--- src/rtl/tnn_feature_sequencer.sv ---
`default_nettype none
// ============================================================================
// tnn_feature_sequencer: serial feature assembly, fixed-latency classifier run
// window and valid/ready result delivery for a sequential ternary classifier.
// Revision: 1.0
// ============================================================================
module tnn_feature_sequencer #(
    parameter int FEAT_CNT  = 11,
    parameter int FEAT_BITS = 4,
    parameter int CLASS_CNT = 6,
    parameter int LATENCY   = 48,
    parameter int TEST_CNT  = 1000
) (
    input  logic                          clk,
    input  logic                          rst,
    input  logic                          in_valid,
    output logic                          in_ready,
    input  logic [FEAT_BITS-1:0]          in_feat,
    output logic [FEAT_CNT*FEAT_BITS-1:0] data,
    output logic                          tnn_run,
    input  logic [$clog2(CLASS_CNT)-1:0]  tnn_pred,
    output logic                          out_valid,
    input  logic                          out_ready,
    output logic [$clog2(CLASS_CNT)-1:0]  out_pred,
    output logic [$clog2(TEST_CNT+1)-1:0] sample_idx,
    output logic                          all_done
);
    // Counters keep at least one bit so degenerate parameter values still elaborate.
    localparam int FEAT_W = (FEAT_CNT > 1) ? $clog2(FEAT_CNT) : 1;
    localparam int RUN_W  = (LATENCY > 1) ? $clog2(LATENCY) : 1;
    localparam int IDX_W  = $clog2(TEST_CNT + 1);

    localparam logic [FEAT_W-1:0] FEAT_LAST = FEAT_W'(FEAT_CNT - 1);
    localparam logic [RUN_W-1:0]  RUN_LAST  = RUN_W'(LATENCY - 1);
    localparam logic [IDX_W-1:0]  IDX_FINAL = IDX_W'(TEST_CNT);

    typedef enum logic [1:0] {
        S_LOAD = 2'd0,
        S_RUN  = 2'd1,
        S_OUT  = 2'd2,
        S_DONE = 2'd3
    } state_t;

    state_t            r_state;
    state_t            w_state_nxt;
    logic [FEAT_W-1:0] r_feat_cnt;
    logic [RUN_W-1:0]  r_run_cnt;
    logic              w_feat_acc;
    logic              w_feat_last;
    logic              w_run_last;
    logic              w_out_acc;
    logic [IDX_W-1:0]  w_idx_inc;

    always_ff @(posedge clk) begin
        if (!rst) begin
            r_state <= S_LOAD;
        end else begin
            r_state <= w_state_nxt;
        end
    end

    always_comb begin
        in_ready    = 1'b0;
        tnn_run     = 1'b0;
        out_valid   = 1'b0;
        all_done    = 1'b0;
        w_feat_acc  = 1'b0;
        w_feat_last = 1'b0;
        w_run_last  = 1'b0;
        w_out_acc   = 1'b0;
        w_idx_inc   = sample_idx + 1'b1;
        w_state_nxt = r_state;
        case (r_state)
            S_LOAD: begin
                in_ready    = 1'b1;
                w_feat_acc  = in_valid;
                w_feat_last = w_feat_acc && (r_feat_cnt == FEAT_LAST);
                if (w_feat_last) begin
                    w_state_nxt = S_RUN;
                end
            end
            S_RUN: begin
                tnn_run    = 1'b1;
                w_run_last = (r_run_cnt == RUN_LAST);
                if (w_run_last) begin
                    w_state_nxt = S_OUT;
                end
            end
            S_OUT: begin
                out_valid = 1'b1;
                w_out_acc = out_ready;
                if (w_out_acc) begin
                    w_state_nxt = (w_idx_inc == IDX_FINAL) ? S_DONE : S_LOAD;
                end
            end
            S_DONE: begin
                all_done = 1'b1;
            end
            default: begin
                w_state_nxt = S_LOAD;
            end
        endcase
    end

    // Feature slots: the slot index is the count of features already accepted.
    always_ff @(posedge clk) begin
        if (!rst) begin
            data       <= '0;
            r_feat_cnt <= '0;
        end else if (w_feat_acc) begin
            for (int i = 0; i < FEAT_CNT; i++) begin
                if (r_feat_cnt == FEAT_W'(i)) begin
                    data[i*FEAT_BITS +: FEAT_BITS] <= in_feat;
                end
            end
            r_feat_cnt <= w_feat_last ? '0 : r_feat_cnt + 1'b1;
        end
    end

    // The run counter stops at LATENCY-1 instead of wrapping; it is rearmed on entry.
    always_ff @(posedge clk) begin
        if (!rst) begin
            r_run_cnt <= '0;
            out_pred  <= '0;
        end else if (w_feat_last) begin
            r_run_cnt <= '0;
        end else if (r_state == S_RUN) begin
            if (w_run_last) begin
                out_pred <= tnn_pred;
            end else begin
                r_run_cnt <= r_run_cnt + 1'b1;
            end
        end
    end

    always_ff @(posedge clk) begin
        if (!rst) begin
            sample_idx <= '0;
        end else if (w_out_acc) begin
            sample_idx <= w_idx_inc;
        end
    end

endmodule
`default_nettype wire

--- config.mk ---
export PLATFORM = sky130hd
export DESIGN_NAME = tnn_feature_sequencer
export DESIGN_NICKNAME = d
export VERILOG_FILES = /design/src/rtl/tnn_feature_sequencer.sv
export SDC_FILE = /design/constraint.sdc
export NUM_CORES = 1
export LEC_CHECK = 0
export ABC_CLOCK_PERIOD_IN_PS = 1950
export BUFFER_PORTS_ARGS = -buffer_cell sky130_fd_sc_hd__buf_4
export CAP_MARGIN = 20
export CORE_ASPECT_RATIO = 1.75
export CORE_MARGIN = 5
export CORE_UTILIZATION = 47
export DETAILED_ROUTE_END_ITERATION = 8
export GPL_TIMING_DRIVEN = 1
export HOLD_SLACK_MARGIN = 0.12
export PLACE_DENSITY = 0.74
export SLEW_MARGIN = 40
export SYNTH_ARGS = -nofsm -noshare
export SYNTH_HDL_FRONTEND = slang
export SYNTH_SLANG_ARGS = --single-unit
--- constraint.sdc ---
create_clock -name clk -period 1.95 [get_ports clk]
set_input_delay 0.0975 -clock clk [delete_from_list [all_inputs] [get_ports clk]]
set_output_delay 0.0975 -clock clk [all_outputs]
set_load 0.05 [all_outputs]
After elaboration in Yosys (flattened, before gate mapping)
Cells that the tools add are included.
{"block": "classes", "add_sub_neg": 3, "n_eq_ne": 18, "muxes": 14, "bitwise_logic": 3, "reduce_logical": 19}
{"operator": "$reduce_and 2->1", "count": 12}
{"operator": "$eq 4x3->1 const B", "count": 4}
{"operator": "$eq 4x4->1 const B", "count": 3}
{"operator": "$add 10x1->10 const B", "count": 1}
{"operator": "$eq 10x10->1 const B", "count": 1}
{"operator": "$eq 4x2->1 const B", "count": 2}
{"operator": "$mux 1", "count": 8}
{"operator": "$mux 2", "count": 4}
{"operator": "$add 6x1->6 const B", "count": 1}
{"operator": "$eq 6x6->1 const B", "count": 1}
{"operator": "$ne 2x2->1 const B", "count": 3}
{"operator": "$pmux 2 s3", "count": 1}
{"operator": "$add 4x1->4 const B", "count": 1}
{"operator": "$eq 2x2->1 const B", "count": 2}
{"operator": "$eq 4x1->1 const B", "count": 1}
{"operator": "$logic_not 4->1", "count": 1}
{"operator": "$mux 4", "count": 1}
{"operator": "$reduce_and 4->1", "count": 1}
{"operator": "$not 1->1", "count": 3}
{"operator": "$reduce_and 3->1", "count": 1}
{"operator": "$reduce_bool 3->1", "count": 1}
{"operator": "$eq 2x1->1 const B", "count": 1}
{"operator": "$logic_not 2->1", "count": 1}
{"operator": "$reduce_or 2->1", "count": 1}
{"operator": "$logic_and 1x1->1", "count": 1}
{"block": "totals", "ff_bits": 69, "output_inout_bits": 61}

Logic depth before layout (Yosys ltp)
Gate-level depths: netlist of the first run.
{"block": "depth", "depth_word": 5, "ltp_mapped": 8, "mapped_depth_nobuf": 7}

Worst setup path after synthesis of the first run
OpenSTA, ideal clock, no wires.
{"block": "synth_path", "path_type": "register -> register", "from": "register r_state[0]", "to": "register data[12]", "t_arrival_ps": 1966, "setup_slack_ps": -148, "path_stages_with_launch": 9, "path_cell_list": "dfxtp_1 -> inv_1 -> ha_1 -> nand2_1 -> nor3_1 -> clkbuf_1 -> nand2_1 -> nand2_1 -> a21oi_1"}
{"block": "synth_via", "elab_chain_len": 3}
{"element": "start, declared", "line": "44", "text": "state_t r_state;"}
{"element": "start signal, assigned", "line": "58", "text": "r_state <= w_state_nxt;"}
{"element": "$logic_not 2->1", "line": "73", "text": "case (r_state)"}
{"element": "$mux 1", "line": "73"}
{"element": "$reduce_and 2->1 (no source line)"}
{"element": "end signal, assigned by index", "line": "113", "text": "data[i*FEAT_BITS +: FEAT_BITS] <= in_feat;"}
{"element": "end, declared", "line": "19", "text": "output logic [FEAT_CNT*FEAT_BITS-1:0] data,"}
No other way between the ends.
A chain may end at the register's enable or synchronous reset.

Final worst setup path of the first run
{"block": "layout_path", "from": "register r_state[0]", "to": "register data[33]"}
The elaborated chain is that of the path after synthesis.

==> flow_summary_export.csv, run 1 <==
group,metric,value,unit
cells_and_area,nNetsFinal,460,
floorplanning,dieWidth,69.70,um
cells_and_area,layout-drive-gt1-share,0.2393,
routing,dr_total_vias,2736,
logic_synthesis,syn-num-nets,380,
timing,period_share,0.9281,
routing,drc,0,
timing,slew_violations,0,
logic_synthesis,yosys_warnings,0,
worst_hold_path,hold_class,"register to register",
clocking,clockBufferDepth,2,
worst_setup_path,cp_cell_sequence,"inv_1, ha_2, nand2_1, nor3b_2, buf_4, nand2_1, nand2_1, a21oi_1",
worst_setup_path,cp-start-kind,"register",
cells_and_area,areaGrowthSynthToFinish,31.88,%
cells_and_area,fin_area,3866,um^2
clocking,insertion_delay,0.34,ns
global_route,grt_pass1_wl,11830,um
timing,timing.fmax,0.5526,GHz
floorplanning,die_h,114.5,um
floorplanning,fp-row-count,38,
power_and_ir_drop,vdd_ir_drop_max,0.0005499,V
logic_synthesis,yosysTopAreaCell,"dfxtp_1",
placement,place_hpwl,5044,um
timing,worst_pin_slew,0.6172,ns
worst_setup_path,setup.worst_path.class,"register to register",
routing,initialDrtViolationCount,196,
worst_setup_path,crit_family,"simple AND/OR/NAND/NOR gates",
timing,setup_slack,0.1402,ns
global_route,grt_pass1_vias,2635,
job,cap_violations,0,
floorplanning,design.core.area,6133,um^2
logic_synthesis,synthTopCellsByArea,"dfxtp_1 (47%), nand2_1 (9.2%), nand3_1 (8.7%), a21oi_1 (8.5%), ha_1 (4.7%)",
timing,rsz0062_at_grt,"false",
power_and_ir_drop,leakage,1.523,nW
global_route,grt_start_max_net_pins,62,
timing,finalSetupViolations,0,
worst_setup_path,setup.worst_path.end_class,"register",
floorplanning,start_util,0.4780,
floorplanning,io_pins,72,
clocking,clk_pin_slew,0.07,ns
clocking,cts_tree,"yes",
status,status,"complete, no violations",
logic_synthesis,syn_area_per_cell,8.189,um^2
logic_synthesis,syn_inst,358,
logic_synthesis,yosysTopAreaCellShare,0.4712,
cells_and_area,antenna_cells,0,
routing,vias_per_cell,5.231,
logic_synthesis,ys_seq_area_frac,0.4712,
worst_setup_path,arrival,2.01,ns
logic_synthesis,netlist_area,2932,um^2
timing,relSlewSlack,0.5885,
routing,drtAntennaViolNets,0,
routing,routedWlPerCell,13.74,um
routing,wirelength,7186,um
clocking,numClockSinks,69,
global_route,antenna_found_initial,0,
power_and_ir_drop,powerDensity,770.4,nW/um^2
placement,dpl_cell_area,3561,um^2
floorplanning,dieArea,7979,um^2
worst_setup_path,crit_buf_inv,2,
timing,fin_tns_setup,0,ns
placement,place_congestion,0.8499,
worst_setup_path,cpPeakStageDelay,0.34,ns
global_route,grt_overflow_total,0,
placement,port_buffers,71,
clocking,cts_buffers,9,
routing,dr.pass1.iters,4,
logic_synthesis,synthDistinctLibCells,32,
worst_setup_path,worstPathRequired,2.15,ns
clocking,cts-root-buf,"clkbuf_8",
timing,hold_violations,0,
worst_setup_path,cp_common_cell,"nand2_1",
placement,pre_cts_slack,0.1020,ns
clocking,ctsHtreeMaxLevel,3,
power_and_ir_drop,power,2.979,mW
logic_synthesis,ys_ff_latch,69,
global_route,grt_usage,0.1839,
worst_setup_path,slowest_stage,"dfxtp_1",
clocking,post_cts_buffers,0,
timing,period_needed,1.810,ns
worst_setup_path,crit_fanout,14,
timing,timing.clock.skew,0.004690,ns
-- power breakdown --
part	internal, mW	total, mW	switching [mW]
Combinational	0.122	0.384	0.261
Clock	0.617	1.13	0.515
Sequential	1.44	1.46	0.0245
Total	2.18	2.98	0.801
-- cell type report --
cell class,count,area [um^2]
repair buffers,90,704.4
clock buffers,11,141.4
well taps,80,100.1
multi-input cells,261,1461
inverters,7,26.28
fillers,548,2267
flip-flops and latches,69,1383
clock inverters,5,50.05
-- what timing repair did --
item,CTS,global route
hold buffers,10,0
hold endpoints to repair,52,0
resized for setup,0,4
endpoints found under the setup margin,0,10
-- layout by cell type (no fill, tap or decap), types with 2 or more instances in the layout --
| master | count |
|---|---|
| nor3_1 | 2 |
| mux2i_1 | 4 |
| dlygate4sd3_1 | 10 |
| nand2_1 | 71 |
| nor2_1 | 26 |
| nand3_1 | 51 |
| nand4_1 | 7 |
| and3_1 | 2 |
| buf_4 | 79 |
| xnor2_1 | 7 |
| clkinv_2 | 4 |
| ha_1 | 10 |
| dfxtp_1 | 68 |
| xor2_1 | 11 |
| clkbuf_8 | 10 |
| a21oi_1 | 50 |
| inv_1 | 6 |
| nor3b_2 | 2 |
-- path summary, 6_finish.rpt --
check	depth (start not counted)	to	slack, ns	start
worst max-delay path	8	data[33]	0.14	r_state[0]
worst min-delay path	2	data[14]	0.45	data[14]
worst max register to register	8	data[33]	0.14	r_state[0]
worst min register to register	2	data[14]	0.45	data[14]
-- worst reg2reg max path, delay by kind of cell, from the launching register on --
| family | cells | cell delay (ns) |
|---|---|---|
| adders and majority gates | 1 | 0.25 |
| buffers and inverters | 2 | 0.33 |
| DFF | 1 | 0.34 |
| AOI/OAI and AO/OA | 1 | 0.07 |
| and+or+nand+nor | 4 | 0.68 |
-- routing by layer --
layer | share of wire | global-route usage
met5 | 0 | 0
met4 | 0.017 | 0.07289
met3 | 0.065 | 0.06591
met2 | 0.54 | 0.3406
met1 | 0.38 | 0.1860
-- cells in the mapped netlist --
cell type  instances
a21oi_1           50
nand4b_1           1
nor3_1             3
nand3_1           51
o211ai_1           1
nand2_1           72
dfxtp_1           69
buf_2              3
and3_1             2
clkbuf_1          17
inv_1              6
o21ai_0            1
a211oi_2           1
a22o_2             1
nand2b_1           1
nand4_1            7
nand3_4            1
nor3b_2            1
o21a_1             1
nor3b_1            2
a221oi_1           2
xnor2_1            7
or3_1              1
mux2i_1            4
xor2_1            11
ha_1              11
nor2_1            26
clkinv_1           1
a41oi_1            1
o32ai_1            1
nand4bb_2          1
clkbuf_2           1
-- state kept, by name (all words and copies together), names as in the netlist --
register	cells
r_state	2
r_feat_cnt	4
sample_idx	10
data	44
out_pred	3
r_run_cnt	6
-- per-stage QoR --
stage          instances  utilization  hold WS (ns)
4_1_cts              523       0.6281        0.4560
6_report             523       0.6304        0.4538
5_1_grt              523       0.6304        0.4789
3_5_place_dp         497       0.5806        0.3379
2_1_floorplan        358            -        0.2414
3_3_place_gp         497       0.5806        0.3290
-- kinds of logic after synthesis --
kind of cell	share of synthesized area
compound gates	0.1118
xor+xnor	0.05378
fa+ha+maj	0.04695
buf+inv	0.03755
flops	0.4712
mux	0.01366
simple gates	0.2650
No activity file was read; power rests on OpenSTA's default activity.
==> run 2: changes to the inputs <==
==> constraint.sdc (replaced) <==
create_clock -name clk -period 1.95 [get_ports clk]
set_input_delay 0.195 -clock clk [delete_from_list [all_inputs] [get_ports clk]]
set_output_delay 0.195 -clock clk [all_outputs]
set_load 0.05 [all_outputs]
==> run 2 against run 1 <==
Largest cell class unchanged. Total power is 2.9% lower. Via count up 0.51%. Clock skew is 0.00054 ns lower. Critical path depth unchanged. First-iteration DRC count shrank 12%. Global-route usage grew 0.54 points. Hold slack lost 0.31 ns.
==> flow_summary_export.csv, run 2 (synthesis results as in run 1) <==
group,metric,value,unit
timing,period_share,0.9228,
floorplanning,design.core.area,6133,um^2
placement,place_hpwl,5181,um
worst_setup_path,setup.worst_path.end_class,"register",
worst_setup_path,crit_path_start,"r_state[0]",
cells_and_area,top_register,"data",
worst_setup_path,rr_worst_depth,8,
worst_setup_path,cp-start-kind,"register",
clocking,cts_tree,"yes",
timing,relSlewSlack,0.6493,
worst_setup_path,setup.worst_path.class,"register to register",
timing,setup_slack,0.1505,ns
cells_and_area,areaGrowthSynthToFinish,29.36,%
worst_setup_path,cp_common_cell,"nand2_1",
cells_and_area,final_cells,516,
worst_setup_path,worstPathRequired,2.17,ns
clocking,clk_pin_slew,0.07,ns
routing,vias_per_cell,5.329,
job,cap_violations,0,
clocking,insertion_delay,0.34,ns
cells_and_area,largestRegisters,"data: 44 flops, sample_idx: 10 flops, r_run_cnt: 6 flops",
clocking,cts-root-buf,"clkbuf_8",
placement,port_buffers,71,
cells_and_area,layout_commonest_cell,"buf_4",
worst_setup_path,slowest_stage,"dfxtp_1",
floorplanning,dieArea,7979,um^2
timing,worst_pin_slew,0.5260,ns
timing,fin_tns_setup,0,ns
cells_and_area,layout_common_cells,"buf_4 (80), nand2_1 (71), dfxtp_1 (68)",
placement,place_congestion,0.8529,
routing,dr_total_vias,2750,
worst_hold_path,hold_class,"input pin to register",
timing,hold_violations,0,
routing,initialDrtViolationCount,172,
global_route,antenna_found_initial,0,
global_route,grt_start_max_net_pins,39,
worst_setup_path,r2r_end,"data[32]",
clocking,clockBufferDepth,2,
worst_setup_path,crit_fanout,14,
floorplanning,start_util,0.4780,
placement,dp_cells,498,
floorplanning,fp-row-count,38,
clocking,post_cts_buffers,0,
routing,drc,0,
timing,period_needed,1.799,ns
placement,pre_cts_slack,0.1382,ns
cells_and_area,nFillCells,537,
worst_setup_path,endpoint,"data[32]",
global_route,grt_usage,0.1893,
floorplanning,die_h,114.5,um
worst_setup_path,cp_cell_sequence,"inv_1, ha_2, nand2_1, nor3b_2, buf_4, nand2_1, nand2_1, a21oi_1",
worst_setup_path,cpPeakStageDelay,0.35,ns
power_and_ir_drop,powerDensity,762.3,nW/um^2
floorplanning,dieWidth,69.70,um
worst_setup_path,regToRegSetupSlack,0.15,ns
cells_and_area,fin_util,0.6183,
power_and_ir_drop,leakage,1.488,nW
timing,timing.clock.skew,0.004154,ns
timing,rsz0062_at_grt,"false",
global_route,grt_overflow_total,0,
global_route,grt_pass1_vias,2726,
cells_and_area,layout-drive-gt1-share,0.2431,
global_route,grt_pass1_wl,12170,um
timing,timing.fmax,0.5557,GHz
clocking,ctsHtreeMaxLevel,3,
clocking,cts_buffers,9,
cells_and_area,antenna_cells,0,
routing,wirelength,7111,um
cells_and_area,largest_reg_flops,44,
timing,slew_violations,0,
status,status,"complete, no violations",
power_and_ir_drop,vdd_ir_drop_max,0.0004560,V
floorplanning,io_pins,72,
cells_and_area,nNetsFinal,454,
clocking,numClockSinks,69,
worst_setup_path,r2r_start,"r_state[0]",
routing,dr.pass1.iters,6,
routing,routedWlPerCell,13.78,um
timing,finalSetupViolations,0,
worst_setup_path,arrival,2.02,ns
routing,drtAntennaViolNets,0,
==> run 2: stage by stage <==
step	area [um^2]	power, mW	hold WS (ns)
floorplan	2934	1.746	0.3389
global placement	3568	1.853	0.4226
detailed placement	3568	1.860	0.4331
CTS	3776	2.917	0.1319
global route	3792	3.003	0.1404
finish	3792	2.891	0.1485
==> run 2: worst min path at each step <==
stage / from / end / slack (ns) / cells past startpoint
2_1_floorplan: tnn_pred[0] / out_pred[0] / 0.34 / 2
3_3_place_gp: tnn_pred[0] / out_pred[0] / 0.42 / 3
3_5_place_dp: tnn_pred[2] / out_pred[2] / 0.43 / 3
4_1_cts: rst / r_state[1] / 0.13 / 3
5_1_grt: out_ready / sample_idx[1] / 0.14 / 3
6_report: out_ready / sample_idx[1] / 0.15 / 3
==> run 2: final cells by class <==
class / instances / area, um^2 / share of cell area
Multi-Input combinational cell: 261 / 1464 / 0.3860
Clock buffer: 14 / 172.7 / 0.04553
Tap cell: 80 / 100.1 / 0.02639
Sequential cell: 69 / 1383 / 0.3646
Timing Repair Buffer: 84 / 641.9 / 0.1693
Clock inverter: 1 / 5.005 / 0.001320
Inverter: 7 / 26.28 / 0.006928
==> run 2: repair_timing <==
item                                    4_1_cts  5_1_grt
gates resized for setup                       0        5
hold buffers                                  3        0
endpoints found under the setup margin        0       10
endpoints found under the hold margin         3        0
==> run 2: where the power goes <==
group / leakage, nW / total (mW) / switching (mW) / internal (mW)
Clock: 0.0926 / 1.06 / 0.497 / 0.558
Combinational: 0.838 / 0.372 / 0.257 / 0.115
Sequential: 0.557 / 1.46 / 0.0252 / 1.44
==> run 2: metal layers <==
| layer | share of wire | GRT usage | routed length, um | up-vias |
|---|---|---|---|---|
| met5 | 0 | 0 | 0 | - |
| met4 | 0.024 | 0.1125 | 173 | 0 |
| met3 | 0.071 | 0.05448 | 506 | 13 |
| met2 | 0.53 | 0.3450 | 3738 | 88 |
| met1 | 0.38 | 0.1884 | 2693 | 1286 |
| li1 | - | - | - | 1363 |
==> run 2: critical path, delay by kind of cell (launching register included) <==
kind / cells / cell delay, ns
adders and majority gates: 1 / 0.25
buffers and inverters: 2 / 0.33
AOI/OAI and AO/OA: 1 / 0.07
DFF: 1 / 0.35
and+or+nand+nor: 4 / 0.68
==> run 3: changes to the inputs <==
--- a/config.mk
+++ b/config.mk
@@ -5,6 +5,7 @@
 export SDC_FILE = /design/constraint.sdc
 export NUM_CORES = 1
 export LEC_CHECK = 0
+export ABC_AREA = 1
 export ABC_CLOCK_PERIOD_IN_PS = 1950
 export BUFFER_PORTS_ARGS = -buffer_cell sky130_fd_sc_hd__buf_4
 export CAP_MARGIN = 20
==> constraint.sdc (replaced) <==
create_clock -name clk -period 1.95 [get_ports clk]
set_input_delay 0.4875 -clock clk [delete_from_list [all_inputs] [get_ports clk]]
set_output_delay 0.4875 -clock clk [all_outputs]
set_load 0.05 [all_outputs]
==> run 3 against run 2 <==
Synthesized cell count up 15%. First-iteration DRC count down 35%. Register-to-register slack better by 0.12 ns. Total power up 3.2%. Final area about the same. Cell count up 10%. Critical path depth down 5. Setup slack better by 0.050 ns. Combinational power down 7.5%. Largest power group unchanged. Non-clock buffer count down 8.
==> flow_summary_export.csv, run 3 <==
group,metric,value,unit
status,status,"complete, no violations",
timing,relSlewSlack,0.7232,
power_and_ir_drop,clockPowerShare,0.390,
power_and_ir_drop,combPwrFrac,0.115,
cells_and_area,areaGrowthSynthToFinish,27.91,%
power_and_ir_drop,intPower,2.229,mW
power_and_ir_drop,switching_power,754.0,uW
timing,fin_tns_setup,0,ns
timing,timing.fmax,0.5717,GHz
timing,worst_pin_slew,0.4147,ns
global_route,antenna_found_initial,0,
placement,pre_cts_slack,0.2769,ns
clocking,post_cts_buffers,0,
logic_synthesis,async_flop_share,0,
placement,dp_cells,556,
logic_synthesis,syn_inst,411,
cells_and_area,regArea,1381,um^2
logic_synthesis,yosysTopAreaCellShare,0.4654,
worst_setup_path,r2r_end,"data[35]",
floorplanning,dieArea,8066,um^2
logic_synthesis,yosys_warnings,0,
routing,routedWlPerCell,12.77,um
clocking,cts_tree,"yes",
worst_setup_path,crit_family,"flip-flops",
power_and_ir_drop,swShare,0.2528,
timing,period_share,0.8970,
worst_setup_path,slowest_stage,"dfxtp_1",
clocking,cts_buffers,9,
global_route,grt_pass1_vias,2710,
worst_setup_path,cp-start-kind,"register",
floorplanning,io_pins,72,
worst_setup_path,arrival,1.26,ns
cells_and_area,antenna_cells,0,
power_and_ir_drop,powerDensity,785.8,nW/um^2
routing,wirelength,7281,um
cells_and_area,layout-drive-gt1-share,0.2020,
cells_and_area,multi_input_area,1354,um^2
worst_setup_path,cp_cell_sequence,"inv_1, ha_1, buf_4",
worst_setup_path,endpoint,"out_valid",
cells_and_area,top_register,"data",
cells_and_area,nFillCells,583,
logic_synthesis,synth_top_family_by_area,"simple AND/OR/NAND/NOR gates",
routing,dr.pass1.iters,4,
floorplanning,dieWidth,70.07,um
logic_synthesis,yosysTopAreaCell,"dfxtp_1",
global_route,grt_pass1_wl,12250,um
global_route,grt_overflow_total,0,
timing,slew_violations,0,
logic_synthesis,netlist_area,2968,um^2
cells_and_area,largest_reg_flops,44,
logic_synthesis,ys_seq_area_frac,0.4654,
logic_synthesis,synthDistinctLibCells,24,
logic_synthesis,synth_edf_count,0,
logic_synthesis,synth_most_common_cell,"nor2_1",
routing,initialDrtViolationCount,111,
clocking,ctsHtreeMaxLevel,3,
floorplanning,design.core.area,6181,um^2
routing,dr_total_vias,2782,
power_and_ir_drop,sequentialPowerShare,0.495,
timing,hold_violations,0,
cells_and_area,layout_commonest_cell,"nor2_1",
timing,period_needed,1.749,ns
logic_synthesis,syn-num-nets,433,
worst_setup_path,cpPeakStageDelay,0.38,ns
clocking,numClockSinks,69,
cells_and_area,final_cells,570,
timing,setup_slack,0.2009,ns
logic_synthesis,synthTopCellsByArea,"dfxtp_1 (47%), nor2_1 (15%), o21ai_0 (9.1%), inv_1 (6.1%), nand2_1 (5.3%)",
clocking,cts_resized,0,
worst_setup_path,crit_buf_inv,2,
worst_setup_path,regToRegSetupSlack,0.27,ns
floorplanning,start_util,0.4802,
cells_and_area,layout_common_cells,"nor2_1 (118), buf_4 (76), dfxtp_1 (69)",
worst_hold_path,hold_class,"input pin to register",
routing,vias_per_cell,4.881,
timing,holdWs,0.4436,ns
placement,port_buffers,71,
logic_synthesis,synth-main-ff-cell,"dfxtp_1",
worst_setup_path,worstPathRequired,1.46,ns
power_and_ir_drop,leakage,1.801,nW
floorplanning,die_h,115.1,um
clocking,ctsHoldBuffers,0,
clocking,insertion_delay,0.34,ns
logic_synthesis,synthSimpleGateAreaFrac,0.2652,
routing,drc,0,
worst_setup_path,cp.depth,3,
clocking,clk_pin_slew,0.06,ns
routing,drtAntennaViolNets,0,
worst_setup_path,crit_fanout,4,
job,cap_violations,0,
logic_synthesis,syn_area_per_cell,7.221,um^2
global_route,grt_start_max_net_pins,38,
placement,dpl_cell_area,3597,um^2
logic_synthesis,synth_compound_area_frac,0.1358,
cells_and_area,nNetsFinal,509,
global_route,grt_usage,0.1899,
floorplanning,fp-row-count,38,
worst_setup_path,crit_path_start,"r_state[0]",
worst_setup_path,setup.worst_path.class,"register to output pin",
placement,place_congestion,0.8650,
logic_synthesis,synth_fa_ha_area_frac,0.04637,
clocking,cts-root-buf,"clkbuf_8",
cells_and_area,largestRegisters,"data: 44 flops, sample_idx: 10 flops, r_run_cnt: 6 flops",
timing,finalSetupViolations,0,
clocking,clockBufferDepth,2,
logic_synthesis,yosys-top-cells-count,"nor2_1 (118), dfxtp_1 (69), o21ai_0 (54)",
power_and_ir_drop,vdd_ir_drop_max,0.0005205,V
logic_synthesis,muxShareOfSynthArea,0,
logic_synthesis,ys_ff_latch,69,
cells_and_area,fin_area,3796,um^2
placement,place_hpwl,5422,um
worst_setup_path,rr_worst_depth,9,
timing,rsz0062_at_grt,"false",
worst_setup_path,setup.worst_path.end_class,"output pin",
logic_synthesis,synth_xor_area_frac,0.008853,
timing,timing.clock.skew,0.008932,ns
worst_setup_path,r2r_start,"r_state[0]",
[run 3: cell types whose count changed after synthesis, moves of 4 or more]
cell / previous run / this run
clkbuf_1: 17 / 10
inv_1: 6 / 48
nand3_1: 51 / 16
nand2_1: 72 / 42
o211ai_1: 1 / 5
o21ai_0: 1 / 54
xnor2_1: 7 / 0
mux2i_1: 4 / 0
nor2_1: 26 / 118
xor2_1: 11 / 3
a21oi_1: 50 / 11
[run 3: how the worst min path moves through the flow]
stage,start,end,depth (start not counted)
after floorplan,r_run_cnt[4],r_run_cnt[4],2
after global placement,out_pred[1],out_pred[1],2
after detailed placement,out_pred[0],out_pred[0],2
after CTS,tnn_pred[2],out_pred[2],3
after global routing,tnn_pred[2],out_pred[2],3
final,tnn_pred[2],out_pred[2],3
[run 3: cells by family after synthesis]
logic type,Yosys count
AND/OR/NAND/NOR,191
AO/OA/AOI/OAI,75
flip-flops,69
buffers and inverters,62
adder cells (fa/ha/maj),11
XOR/XNOR,3
[run 3: per-layer routing]
metal  vias up  track usage  part of all wire
met5         -            0                 0
met4         0      0.08824             0.020
met3        11      0.05249             0.044
met2        73       0.3424              0.53
met1      1250       0.2039              0.40
li1       1448            -                 -
[run 3: final cells by class]
| class | instances | share of cell area |
|---|---|---|
| clock buffers | 13 | 0.04450 |
| clock inverters | 1 | 0.007910 |
| inverters | 51 | 0.05043 |
| multi-input cells | 280 | 0.3566 |
| flip-flops and latches | 69 | 0.3639 |
| well taps | 80 | 0.02637 |
| repair buffers | 76 | 0.1503 |
[run 3: through the flow]
stage	power [mW]	utilization
2_1_floorplan	1.740	-
3_3_place_gp	1.846	0.5820
3_5_place_dp	1.851	0.5820
4_1_cts	3.020	0.6142
5_1_grt	3.122	0.6142
6_report	2.983	0.6142
[run 3: worst register-to-register path, delay by kind of cell (launching register included)]
family        cells  cell delay, ns
fa+ha+maj         1            0.22
buf+inv           3            0.36
flops             1            0.34
simple gates      5            0.65
[run 3: power groups by stage]
stage                     clock (mW)  sequential [mW]  combinational (mW)
final                           1.16             1.48               0.344
after global routing            1.27             1.48               0.375
after CTS                       1.20             1.48               0.346
after detailed placement           0             1.51               0.344
after global placement             0             1.51               0.340
after floorplan                    0             1.59               0.150
